<file path="config.mk">
export PLATFORM = sky130hd
export DESIGN_NAME = pipe_ctrl
export DESIGN_NICKNAME = d
export VERILOG_FILES = /design/src/rtl/pipe_ctrl.sv
export SDC_FILE = /design/constraint.sdc
export NUM_CORES = 1
export LEC_CHECK = 0
export ABC_AREA = 1
export BUFFER_PORTS_ARGS = -buffer_cell sky130_fd_sc_hd__buf_2
export CORE_MARGIN = 2
export CORE_UTILIZATION = 50
export CTS_CLUSTER_DIAMETER = 30
export DETAILED_ROUTE_END_ITERATION = 16
export PLACE_DENSITY = 0.84
export SLEW_MARGIN = 25
export SYNTH_ARGS = -nofsm -noshare
export SYNTH_HDL_FRONTEND = slang
export SYNTH_SLANG_ARGS = --single-unit
</file>
<file path="constraint.sdc">
create_clock -name clk -period 3.2 [get_ports clk]
set_clock_uncertainty 0.05 [all_clocks]
set_input_delay 0.96 -clock clk [delete_from_list [all_inputs] [get_ports clk]]
set_output_delay 0.96 -clock clk [all_outputs]
set_load 0.05 [all_outputs]
</file>
<file path="src/rtl/pipe_ctrl.sv">
// Pipeline controller: boot-load sequencing, decode-stall hold and redirect flush.
// Define PIPE_CTRL_PERF_EN to add saturating STALL/FLUSH cycle counters.
module pipe_ctrl #(
  parameter int DATA_WIDTH   = 32,
  parameter int DATA_BYTES   = 4,
  parameter int FLUSH_CYCLES = 2
) (
  input  logic                  clk,
  input  logic                  rst,
  input  logic                  load_valid_i,
  input  logic [DATA_WIDTH-1:0] load_data_i,
  input  logic                  load_done_i,
  output logic                  load_ready_o,
  output logic [DATA_WIDTH-1:0] wdata_o,
  output logic [DATA_BYTES-1:0] wen_o,
  output logic                  pc_incr_en_o,
  input  logic                  stall_req_i,
  input  logic                  redirect_i,
  output logic                  flush_o,
  output logic [1:0]            state_o
`ifdef PIPE_CTRL_PERF_EN
  ,
  output logic [31:0]           stall_cnt_o,
  output logic [31:0]           flush_cnt_o
`endif
);

  typedef enum logic [1:0] {
    LOAD  = 2'd0,
    RUN   = 2'd1,
    STALL = 2'd2,
    FLUSH = 2'd3
  } state_e;

  localparam logic [3:0] FLUSH_LEN = 4'(FLUSH_CYCLES);

  state_e                state_q, state_d;
  logic [3:0]            cnt_q, cnt_d;
  logic [DATA_WIDTH-1:0] wdata_q, wdata_d;
  logic [DATA_BYTES-1:0] wen_q, wen_d;
  logic                  hs;
  logic [3:0]            cnt_eff;

  assign load_ready_o = (state_q == LOAD);
  assign hs           = load_valid_i & load_ready_o;
  assign wdata_o      = wdata_q;
  assign wen_o        = wen_q;
  assign flush_o      = (state_q == FLUSH);
  assign state_o      = state_q;

  always_comb begin
    pc_incr_en_o = 1'b0;
    case (state_q)
      RUN:     pc_incr_en_o = ~stall_req_i & (wen_q == '0);
      FLUSH:   pc_incr_en_o = 1'b1;
      default: pc_incr_en_o = 1'b0;
    endcase
  end

  // cnt_q holds the flush cycles still owed including the current one; a
  // redirect inside FLUSH makes the current cycle the first of a fresh window.
  always_comb begin
    state_d = state_q;
    cnt_d   = cnt_q;
    wdata_d = hs ? load_data_i : wdata_q;
    wen_d   = hs ? '1 : '0;
    cnt_eff = redirect_i ? FLUSH_LEN : cnt_q;
    case (state_q)
      LOAD: begin
        if (load_done_i) state_d = RUN;
      end
      RUN: begin
        if (redirect_i) begin
          state_d = FLUSH;
          cnt_d   = FLUSH_LEN;
        end else if (stall_req_i) begin
          state_d = STALL;
        end
      end
      STALL: begin
        if (redirect_i) begin
          state_d = FLUSH;
          cnt_d   = FLUSH_LEN;
        end else if (!stall_req_i) begin
          state_d = RUN;
        end
      end
      FLUSH: begin
        if (cnt_eff <= 4'd1) begin
          state_d = RUN;
          cnt_d   = '0;
        end else begin
          cnt_d = cnt_eff - 4'd1;
        end
      end
      default: state_d = LOAD;
    endcase
  end

  always_ff @(posedge clk or negedge rst) begin
    if (!rst) begin
      state_q <= LOAD;
      cnt_q   <= '0;
      wdata_q <= '0;
      wen_q   <= '0;
    end else begin
      state_q <= state_d;
      cnt_q   <= cnt_d;
      wdata_q <= wdata_d;
      wen_q   <= wen_d;
    end
  end

`ifdef PIPE_CTRL_PERF_EN
  logic [31:0] stall_cnt_q, stall_cnt_d;
  logic [31:0] flush_cnt_q, flush_cnt_d;

  always_comb begin
    stall_cnt_d = stall_cnt_q;
    flush_cnt_d = flush_cnt_q;
    if (state_q == STALL && stall_cnt_q != '1) stall_cnt_d = stall_cnt_q + 32'd1;
    if (state_q == FLUSH && flush_cnt_q != '1) flush_cnt_d = flush_cnt_q + 32'd1;
  end

  always_ff @(posedge clk or negedge rst) begin
    if (!rst) begin
      stall_cnt_q <= '0;
      flush_cnt_q <= '0;
    end else begin
      stall_cnt_q <= stall_cnt_d;
      flush_cnt_q <= flush_cnt_d;
    end
  end

  assign stall_cnt_o = stall_cnt_q;
  assign flush_cnt_o = flush_cnt_q;
`endif

endmodule
</file>
# After elaboration in Yosys (flattened, before gate mapping)

Cells that the tools add are included.

Bits in registers: 42
Bits of input ports: 38
Output and inout bits: 41
Word-level logic and storage cells: 33

Add/subtract/negate cells: 1
Magnitude comparators: 1
Equal/unequal tests: 7
Mux-type cells: 12
Bitwise logic cells: 3
Reduce and logical (&&, ||, !) cells: 5

Operator list:

| kind                  | number |
|---|---|
| $mux W2               | 6 |
| $mux W4               | 3 |
| $pmux W2 S4           | 1 |
| $pmux W4 S2           | 1 |
| $ne A3 B3 Y1 const B  | 2 |
| $eq A2 B2 Y1 const B  | 2 |
| $le A4 B1 Y1 const B  | 1 |
| $logic_not A4 Y1      | 1 |
| $reduce_and A4 Y1     | 1 |
| $sub A4 B1 Y4 const B | 1 |
| $and A1 B1 Y1         | 2 |
| $eq A2 B1 Y1 const B  | 1 |
| $logic_not A2 Y1      | 1 |
| $ne A2 B1 Y1 const B  | 1 |
| $ne A2 B2 Y1 const B  | 1 |
| $pmux W1 S2           | 1 |
| $reduce_bool A2 Y1    | 1 |
| $reduce_or A2 Y1      | 1 |
| $not A1 Y1            | 1 |

# Logic depth before layout (Yosys ltp)

Gate-level depths: netlist of run 1.

Depth after elaboration: 4
Mapped depth: 11
Mapped depth without buffers: 11

# Worst setup path after synthesis of run 1

No wires, ideal clock.

Path type: input -> output
Start: input port stall_req_i
End: output port pc_incr_en_o
Arrival: 2.134 ns
Data required time: 2.190 ns
Setup slack: 0.056 ns
Stages: 3
Path buffers: 0
Path through: inv_1 -> nand2_1 -> o21ai_0

Cells in the longest elaborated chain, start to end: 3

Ends and longest elaborated chain:

| what            | line | RTL |
|---|---|---|
| start, declared | 17   | `input logic stall_req_i,` |
| $not A1 Y1      | 54   | `RUN: pc_incr_en_o = ~stall_req_i & (wen_q == '0);` |
| $and A1 B1 Y1   | 54   |  |
| $pmux W1 S2     | 53   | `case (state_q)` |
| end, declared   | 16   | `output logic pc_incr_en_o,` |

No other way between the ends.

# Final worst setup path of run 1

Start: register state_q[1], in the netlist state_o[1]
End: output port pc_incr_en_o

Cells in the longest elaborated chain, start to end: 2
Elaborated cells on any way between the ends: 3
Those cells by class: 2 x eq/ne; 1 x mux

Ends and longest elaborated chain:

| what                                         | line | RTL |
|---|---|---|
| start, declared                              | 37   | `state_e state_q, state_d;` |
| start signal, assigned                       | 107  | `state_q <= state_d;` |
| $eq A2 B2 Y1 or $eq A2 B1 Y1 (tied branches) | 53   |  |
| $pmux W1 S2 *                                | 53   |  |

Mark *: on every way between the ends. The rest lies on a longest branch, timed or not.

==> summary.txt, run 1 <==
outcome = complete, no violations
total gr overflow = 0
initial antenna violation count = 0
syn_nets = 254
Core Rows = 21
syn avg cell area = 8.32 µm²
WL per Instance = 10.7 µm
Post-CTS Setup Bufs = 0
Netlist cell types = 18
Routed Antenna Nets = 0
Setup TNS Final = 0 ns
max-cap violations = 0
CTS-repair resized insts = 0
Clock Tree Root = clkbuf_4
number of remaining DRC errors = 0
Max Freq = 385 MHz
die area = 4000 µm²
CP cell instances = ha_1 > inv_1 > o21ai_0 > buf_2
Seq cells post-synth = 39
TritonCTS sink count = 39
minimum clock period = 2.60 ns
Area Growth Syn to Fin = 26.2%
first-pass GRT wire length = 6580 µm
Post-Route WL = 3600 µm
crit end category = output port
Syn Std Cell Area = 1760 µm²
Worst setup SP type = register
Core ar. = 3360 µm²
chip width = 63.3 µm
Vias = 1,543
Iteration-0 DRC Markers = 54
drt pass-1 iters = 4
I/O pin count = 79
Hold Path Class = reg -> reg
Detailed Place HPWL = 2680 µm
Required @ worst endpoint = 2.19 ns
Ant. Diodes = 0
Initial Util = 52.2%
slew margin rel. = 46.5%
Final Hold Viols = 0
largest net degree at the start of global routing = 40
port bufs = 78
vias in the first global route = 1,529
H-Tree Level Count = 2
slew of the pin with the lowest slew margin = 0.802 ns
vias per cell = 4.61
Crit Path Max Fanout = 8
CP max-delay cell = dfrtp_1
deepest clock path buffer count = 2
nets = 331
Slew Limit Fails = 0
CTS tree = yes
final setup fails = 0
Worst-path clk slew = 0.11 ns
Seq/Total Area, Yosys = 55.6%
period utilization = 81.2%
Die Span Y = 63.3 µm
CTS hold repair buffers = 0
most frequent cells in the layout = nand2_1 (113), buf_2 (78), dfrtp_1 (39)
unrepaired setup endpoints after global routing = false
share of cells above drive strength 1 = 33.9%
CP Class = reg -> out
Tot GR Track Use = 21.2%
clock latency on the worst-skew pair = 0.33 ns
CTS buffer count = 5
leading cell type in the layout, fill and taps excluded = nand2_1
routability cong. = 0.846
Arrival @ worst endpoint = 1.59 ns
FILL cells = 328
CP max stage delay = 0.43 ns
Yosys warning count = 0
Gate Count Post-Synth = 211
[logic make-up (layout without fill, tap and decap cells)]
group,count (synthesis),in the layout,synth area share [%]
AND/OR/NAND/NOR,131,131,30.1
flip-flops,39,39,55.6
buffers and inverters,25,103,6.84
AO/OA/AOI/OAI,11,11,3.92
adder cells (fa/ha/maj),5,5,3.56
[state kept, by name, summed over array words and instances (netlist names)]
| register | flops |
|---|---|
| cnt_q | 4 |
| wdata_o | 32 |
| state_o | 2 |
| wen_o | 1 |
[cells in the mapped netlist (all sizes together)]
library cell	n	area share, %
o21ai	6	1.9
dfrtp	39	56
ha	5	3.6
inv	16	3.4
nand3	5	1.4
nor2	8	2.1
a21boi	1	0.43
buf	9	3.4
nand2	118	27
a21oi	4	1.6
[per-layer routing]
layer | share of wire, % | up-vias | global-route usage [%] | wire length, µm
li1 | - | 790 | - | -
met5 | 0 | - | 0 | 0
met3 | 7.0 | 6 | 6.79 | 253
met2 | 50 | 56 | 37.8 | 1780
met4 | 1.1 | 0 | 5.71 | 41
met1 | 42 | 691 | 24.6 | 1520
[worst paths after layout]
path / to / from / slack (ns) / cells after the start
min in group asynchronous: cnt_q[1] / rst / 0.64 / 1
max in group asynchronous: wdata_o[0] / rst / 1.95 / 1
worst min register to register: wdata_o[9] / wdata_o[9] / 0.44 / 2
worst min-delay path: wdata_o[9] / wdata_o[9] / 0.44 / 2
worst max-delay path: pc_incr_en_o / state_o[1] / 0.60 / 4
worst max register to register: wdata_o[6] / state_o[1] / 1.55 / 6
[critical path, delay by kind of cell, from the launching register on]
family | cells | cell delay (ns)
buf+inv | 2 | 0.38
flops | 1 | 0.43
fa+ha+maj | 1 | 0.38
compound gates | 1 | 0.08
[per-stage QoR]
stage	utilization, %	instance area (µm²)	setup slack [ns]	hold WS [ns]	std cells
6_report	65.8	2210	0.603	0.435	335
5_1_grt	65.8	2210	0.476	0.472	335
4_1_cts	65.8	2210	0.588	0.440	335
3_5_place_dp	64.0	2150	0.621	0.410	327
3_3_place_gp	64.0	2150	0.638	0.407	327
2_1_floorplan	-	1760	0.0564	0.418	211
[final cells by class]
type | instances | area, µm² | share of cell area, %
multi-input combinational | 147 | 659 | 29.8
inverter | 16 | 60.1 | 2.71
sequential | 39 | 976 | 44.1
clock inverter | 1 | 8.76 | 0.395
clock buffer | 7 | 55.1 | 2.49
tap | 46 | 57.6 | 2.60
timing repair buffer | 79 | 398 | 18.0
Power of run 1 is not shown: default switching activity piles up to over one toggle a cycle in this logic, so the estimate is an artifact.
==> run 2: changes to the inputs <==
--- a/config.mk
+++ b/config.mk
@@ -8,10 +8,10 @@
 export ABC_AREA = 1
 export BUFFER_PORTS_ARGS = -buffer_cell sky130_fd_sc_hd__buf_2
 export CORE_MARGIN = 2
-export CORE_UTILIZATION = 50
+export CORE_UTILIZATION = 42
 export CTS_CLUSTER_DIAMETER = 30
 export DETAILED_ROUTE_END_ITERATION = 16
-export PLACE_DENSITY = 0.84
+export PLACE_DENSITY = 0.75
 export SLEW_MARGIN = 25
 export SYNTH_ARGS = -nofsm -noshare
 export SYNTH_HDL_FRONTEND = slang
==> constraint.sdc (replaced) <==
create_clock -name clk -period 2.2 [get_ports clk]
set_clock_uncertainty 0.05 [all_clocks]
set_input_delay 0.66 -clock clk [delete_from_list [all_inputs] [get_ports clk]]
set_output_delay 0.66 -clock clk [all_outputs]
set_load 0.05 [all_outputs]
==> run 2 against run 1 <==
Against the previous run:
- critical path depth shrank 1
- first-iteration DRC count up 13%
- cell area rose by 2.4%
- final cell count rose by 1.5%
- via count fell by 1.9%
- sequential share of layout area shrank 0.97 points
- worst setup slack got worse by 0.54 ns
==> summary.txt, run 2 (synthesis gave the netlist of run 1 again) <==
Arrival @ worst endpoint = 1.43 ns
nets = 332
deepest clock path buffer count = 2
CTS buffer count = 5
Worst-path clk slew = 0.07 ns
Most Used Layer, Global Route = met2
outcome = complete, no violations
most frequent cells in the layout = nand2_1 (113), buf_2 (76), dfrtp_1 (38)
met3 usage = 5.52%
final setup fails = 0
vias in the first global route = 1,393
CTS tree = yes
Detailed Place HPWL = 2760 µm
Slew Limit Fails = 0
Crit Path Max Fanout = 5
number of remaining DRC errors = 0
Post-Route WL = 3780 µm
slew of the pin with the lowest slew margin = 0.530 ns
leading cell type in the layout, fill and taps excluded = nand2_1
FILL cells = 377
Post-CTS Setup Bufs = 0
Largest register FFs = 32
first-pass GRT wire length = 6180 µm
CP Class = reg -> out
area occupied by multi-input gates = 676 µm²
Ant. Diodes = 0
Vias = 1,514
Hold Path Class = in -> async
Routed Antenna Nets = 0
minimum clock period = 2.14 ns
chip width = 68.7 µm
Clock Tree Root = clkbuf_8
total gr overflow = 0
met1 usage = 22.7%
Core Rows = 23
die area = 4710 µm²
Area Growth Syn to Fin = 29.2%
slew margin rel. = 64.6%
initial antenna violation count = 0
share of cells above drive strength 1 = 34.8%
CTS hold repair buffers = 0
Initial Util = 43.9%
Final Hold Viols = 0
Core ar. = 4000 µm²
period utilization = 97.2%
clock latency on the worst-skew pair = 0.28 ns
Die Span Y = 68.7 µm
Tot GR Track Use = 17.8%
crit end category = output port
WL per Instance = 11.1 µm
port bufs = 78
TritonCTS sink count = 39
Setup TNS Final = 0 ns
vias per cell = 4.45
max-cap violations = 0
I/O pin count = 79
Worst setup SP type = register
unrepaired setup endpoints after global routing = false
CTS-repair resized insts = 1
H-Tree Level Count = 2
largest net degree at the start of global routing = 34
met2 Track Usage GR = 30.2%
Iteration-0 DRC Markers = 61
Required @ worst endpoint = 1.49 ns
flip-flop and latch area = 977 µm²
Max Freq = 467 MHz
drt pass-1 iters = 4
routability cong. = 0.786
## run 2: changes by cell type in the layout (fill, tap and decap cells not counted), moves of 2 or more
cell | before | now
buf_2 | 78 | 76
clkbuf_8 | 1 | 5
buf_4 | 1 | 3
clkbuf_4 | 5 | 1
## run 2: worst paths after layout
kind | cells past startpoint | endpoint | slack [ns] | startpoint
min reg2reg | 2 | wdata_o[30] | 0.42 | wdata_o[30]
min in group clk | 2 | wdata_o[30] | 0.42 | wdata_o[30]
min | 1 | wdata_o[15] | 0.26 | rst
max reg2reg | 6 | wdata_o[19] | 0.48 | state_o[0]
max | 3 | load_ready_o | 0.06 | state_o[0]
max in group asynchronous | 2 | state_o[1] | 1.21 | rst
## run 2: cell type report
class / count / area share (%)
flip-flops and latches: 39 / 43.1
multi-input cells: 147 / 29.8
clock buffers: 7 / 3.37
repair buffers: 80 / 18.1
clock inverters: 1 / 0.221
well taps: 50 / 2.76
inverters: 16 / 2.65
## run 2: through the flow
step	setup slack [ns]	area [µm²]	hold slack, ns	instances	util [%]
after CTS	0.0331	2260	0.264	340	56.6
final	0.0606	2270	0.257	340	56.7
after global placement	0.253	2180	0.408	332	54.5
after detailed placement	0.237	2180	0.409	332	54.5
after floorplan	0.0115	1770	0.314	211	-
after global routing	0.0113	2270	0.285	340	56.7
## run 2: critical path: stages (launching register included)
cell and delay (ns):
dfrtp_1 0.46, inv_1 0.12, ha_1 0.28, clkbuf_4 0.28
## run 2: layer usage
layer  vias up  share of wire, %  wire (µm)
met5         -                 0          0
met4         0              0.79         30
met3         4               5.3        199
met2        45                48       1830
met1       675                45       1720
li1        790                 -          -
Power of run 2 is left out for the same reason.
==> run 3: changes to the inputs <==
--- a/config.mk
+++ b/config.mk
@@ -7,6 +7,7 @@
 export LEC_CHECK = 0
 export ABC_AREA = 1
 export BUFFER_PORTS_ARGS = -buffer_cell sky130_fd_sc_hd__buf_2
+export CORE_ASPECT_RATIO = 0.5
 export CORE_MARGIN = 2
 export CORE_UTILIZATION = 42
 export CTS_CLUSTER_DIAMETER = 30
==> run 3 against run 2 <==
Against the previous run:
- global-route usage about the same
- worst setup slack better by 0.012 ns
- register-to-register slack gained 0.05 ns
- cell area rose by 2.8%
- die area up 0.67%
- critical path depth stayed put
- worst hold slack improved by 0.063 ns
- non-clock buffer count grew 1
- sequential share of layout area decreased by 1.2 points
- maximum frequency increased by 0.56%
- final cell count up 1.5%
- first-iteration DRC count down 49%
==> summary.txt, run 3 (synthesis gave the netlist of run 1 again) <==
outcome = complete, no violations
maximum vdd drop = 758 µV
pwr dens = 1870 nW/µm²
period utilization = 96.7%
Detailed Place HPWL = 2880 µm
Area Growth Syn to Fin = 32.7%
clock latency on the worst-skew pair = 0.28 ns
max-cap violations = 0
Vias = 1,542
CTS tree = yes
vias in the first global route = 1,546
deepest clock path buffer count = 2
minimum clock period = 2.13 ns
CTS buffer count = 5
crit end category = output port
nets = 333
Max Freq = 470 MHz
Initial Util = 44.3%
unrepaired setup endpoints after global routing = true
core occupancy in the finished layout = 58.8%
routability cong. = 0.746
Worst-path clk slew = 0.07 ns
WL per Instance = 11.1 µm
Post-CTS Setup Bufs = 0
Die Span Y = 49.7 µm
CP cell instances = inv_1 > ha_1 > clkbuf_4
die area = 4740 µm²
CP Class = reg -> out
drt pass-1 iters = 4
leading cell type in the layout, fill and taps excluded = nand2_1
CTS hold repair buffers = 0
Hold Path Class = in -> async
number of remaining DRC errors = 0
first-pass GRT wire length = 6490 µm
Ant. Diodes = 0
CP max stage delay = 0.45 ns
leakage = 1.39 nW
Tot GR Track Use = 17.8%
initial antenna violation count = 0
TritonCTS sink count = 39
Arrival @ worst endpoint = 1.42 ns
final setup fails = 0
most frequent cells in the layout = nand2_1 (113), buf_2 (76), dfrtp_1 (39)
Post-Route WL = 3840 µm
H-Tree Level Count = 2
chip width = 95.4 µm
Routed Antenna Nets = 0
Largest register FFs = 32
dpl ws = 0.246 ns
Core ar. = 3960 µm²
slew of the pin with the lowest slew margin = 0.593 ns
Slew Limit Fails = 0
vias per cell = 4.47
share of cells above drive strength 1 = 35.1%
Worst setup SP type = register
I/O pin count = 79
post-layout worst setup margin = 0.0725 ns
CTS-repair resized insts = 0
Iteration-0 DRC Markers = 31
Final Hold Viols = 0
port bufs = 78
Clock Tree Root = clkbuf_8
Required @ worst endpoint = 1.49 ns
largest net degree at the start of global routing = 34
total gr overflow = 0
total power = 4.35 mW
slew margin rel. = 60.4%
CP max-delay cell = dfrtp_1
Crit Path Max Fanout = 5
Core Rows = 16
[run 3: changes by cell type in the layout (fill, tap and decap cells not counted), sizes merged]
cell	delta
bufinv	+2
clkbuf	-1
buf	+1
clkinv	-1
[run 3: report_power, final]
group	leakage, nW	switching, mW	total, mW	internal [mW]
logic	0.835	1.86	2.42	0.554
registers	0.486	0.204	1.25	1.04
clock network	0.0654	0.237	0.690	0.453
[run 3: worst max-delay path, delay by kind of cell (launching register included)]
family	cells	cell delay, ns
flops	1	0.45
buf+inv	2	0.41
fa+ha+maj	1	0.29
[run 3: path summary, 6_finish.rpt]
path / from / to / slack, ns / cells past startpoint
min reg2reg: wdata_o[23] / wdata_o[23] / 0.43 / 2
max reg2reg: state_o[1] / wdata_o[2] / 0.53 / 6
max in group asynchronous: rst / state_o[1] / 1.24 / 2
min in group clk: wdata_o[23] / wdata_o[23] / 0.43 / 2
min: rst / wdata_o[31] / 0.32 / 1
max: state_o[1] / load_ready_o / 0.07 / 3
[run 3: final cells by class]
class	instances	area, µm²
Tap cell	54	67.6
Multi-Input combinational cell	147	676
Clock inverter	2	60.1
Timing Repair Buffer	81	418
Inverter	16	60.1
Sequential cell	39	976
Fill cell	371	1630
Clock buffer	6	72.6
[run 3: metrics by stage]
stage                     instance area (µm²)  hold slack (ns)  TNS (ns)  std cells
final                                    2330            0.320         0        345
after global routing                     2330            0.365   -0.0212        345
after CTS                                2320            0.339         0        345
after detailed placement                 2190            0.410         0        337
after global placement                   2190            0.407         0        337
after floorplan                          1770            0.314         0        211
[run 3: metal layers]
| layer | GRT usage, % | vias up | wire length, µm |
|---|---|---|---|
| met3 | 4.59 | 5 | 141 |
| met4 | 6.90 | 0 | 34 |
| met1 | 19.7 | 711 | 1650 |
| met2 | 33.0 | 35 | 2010 |
| met5 | 0 | - | 0 |
| li1 | - | 791 | - |
(Power assumes the default switching activity.)
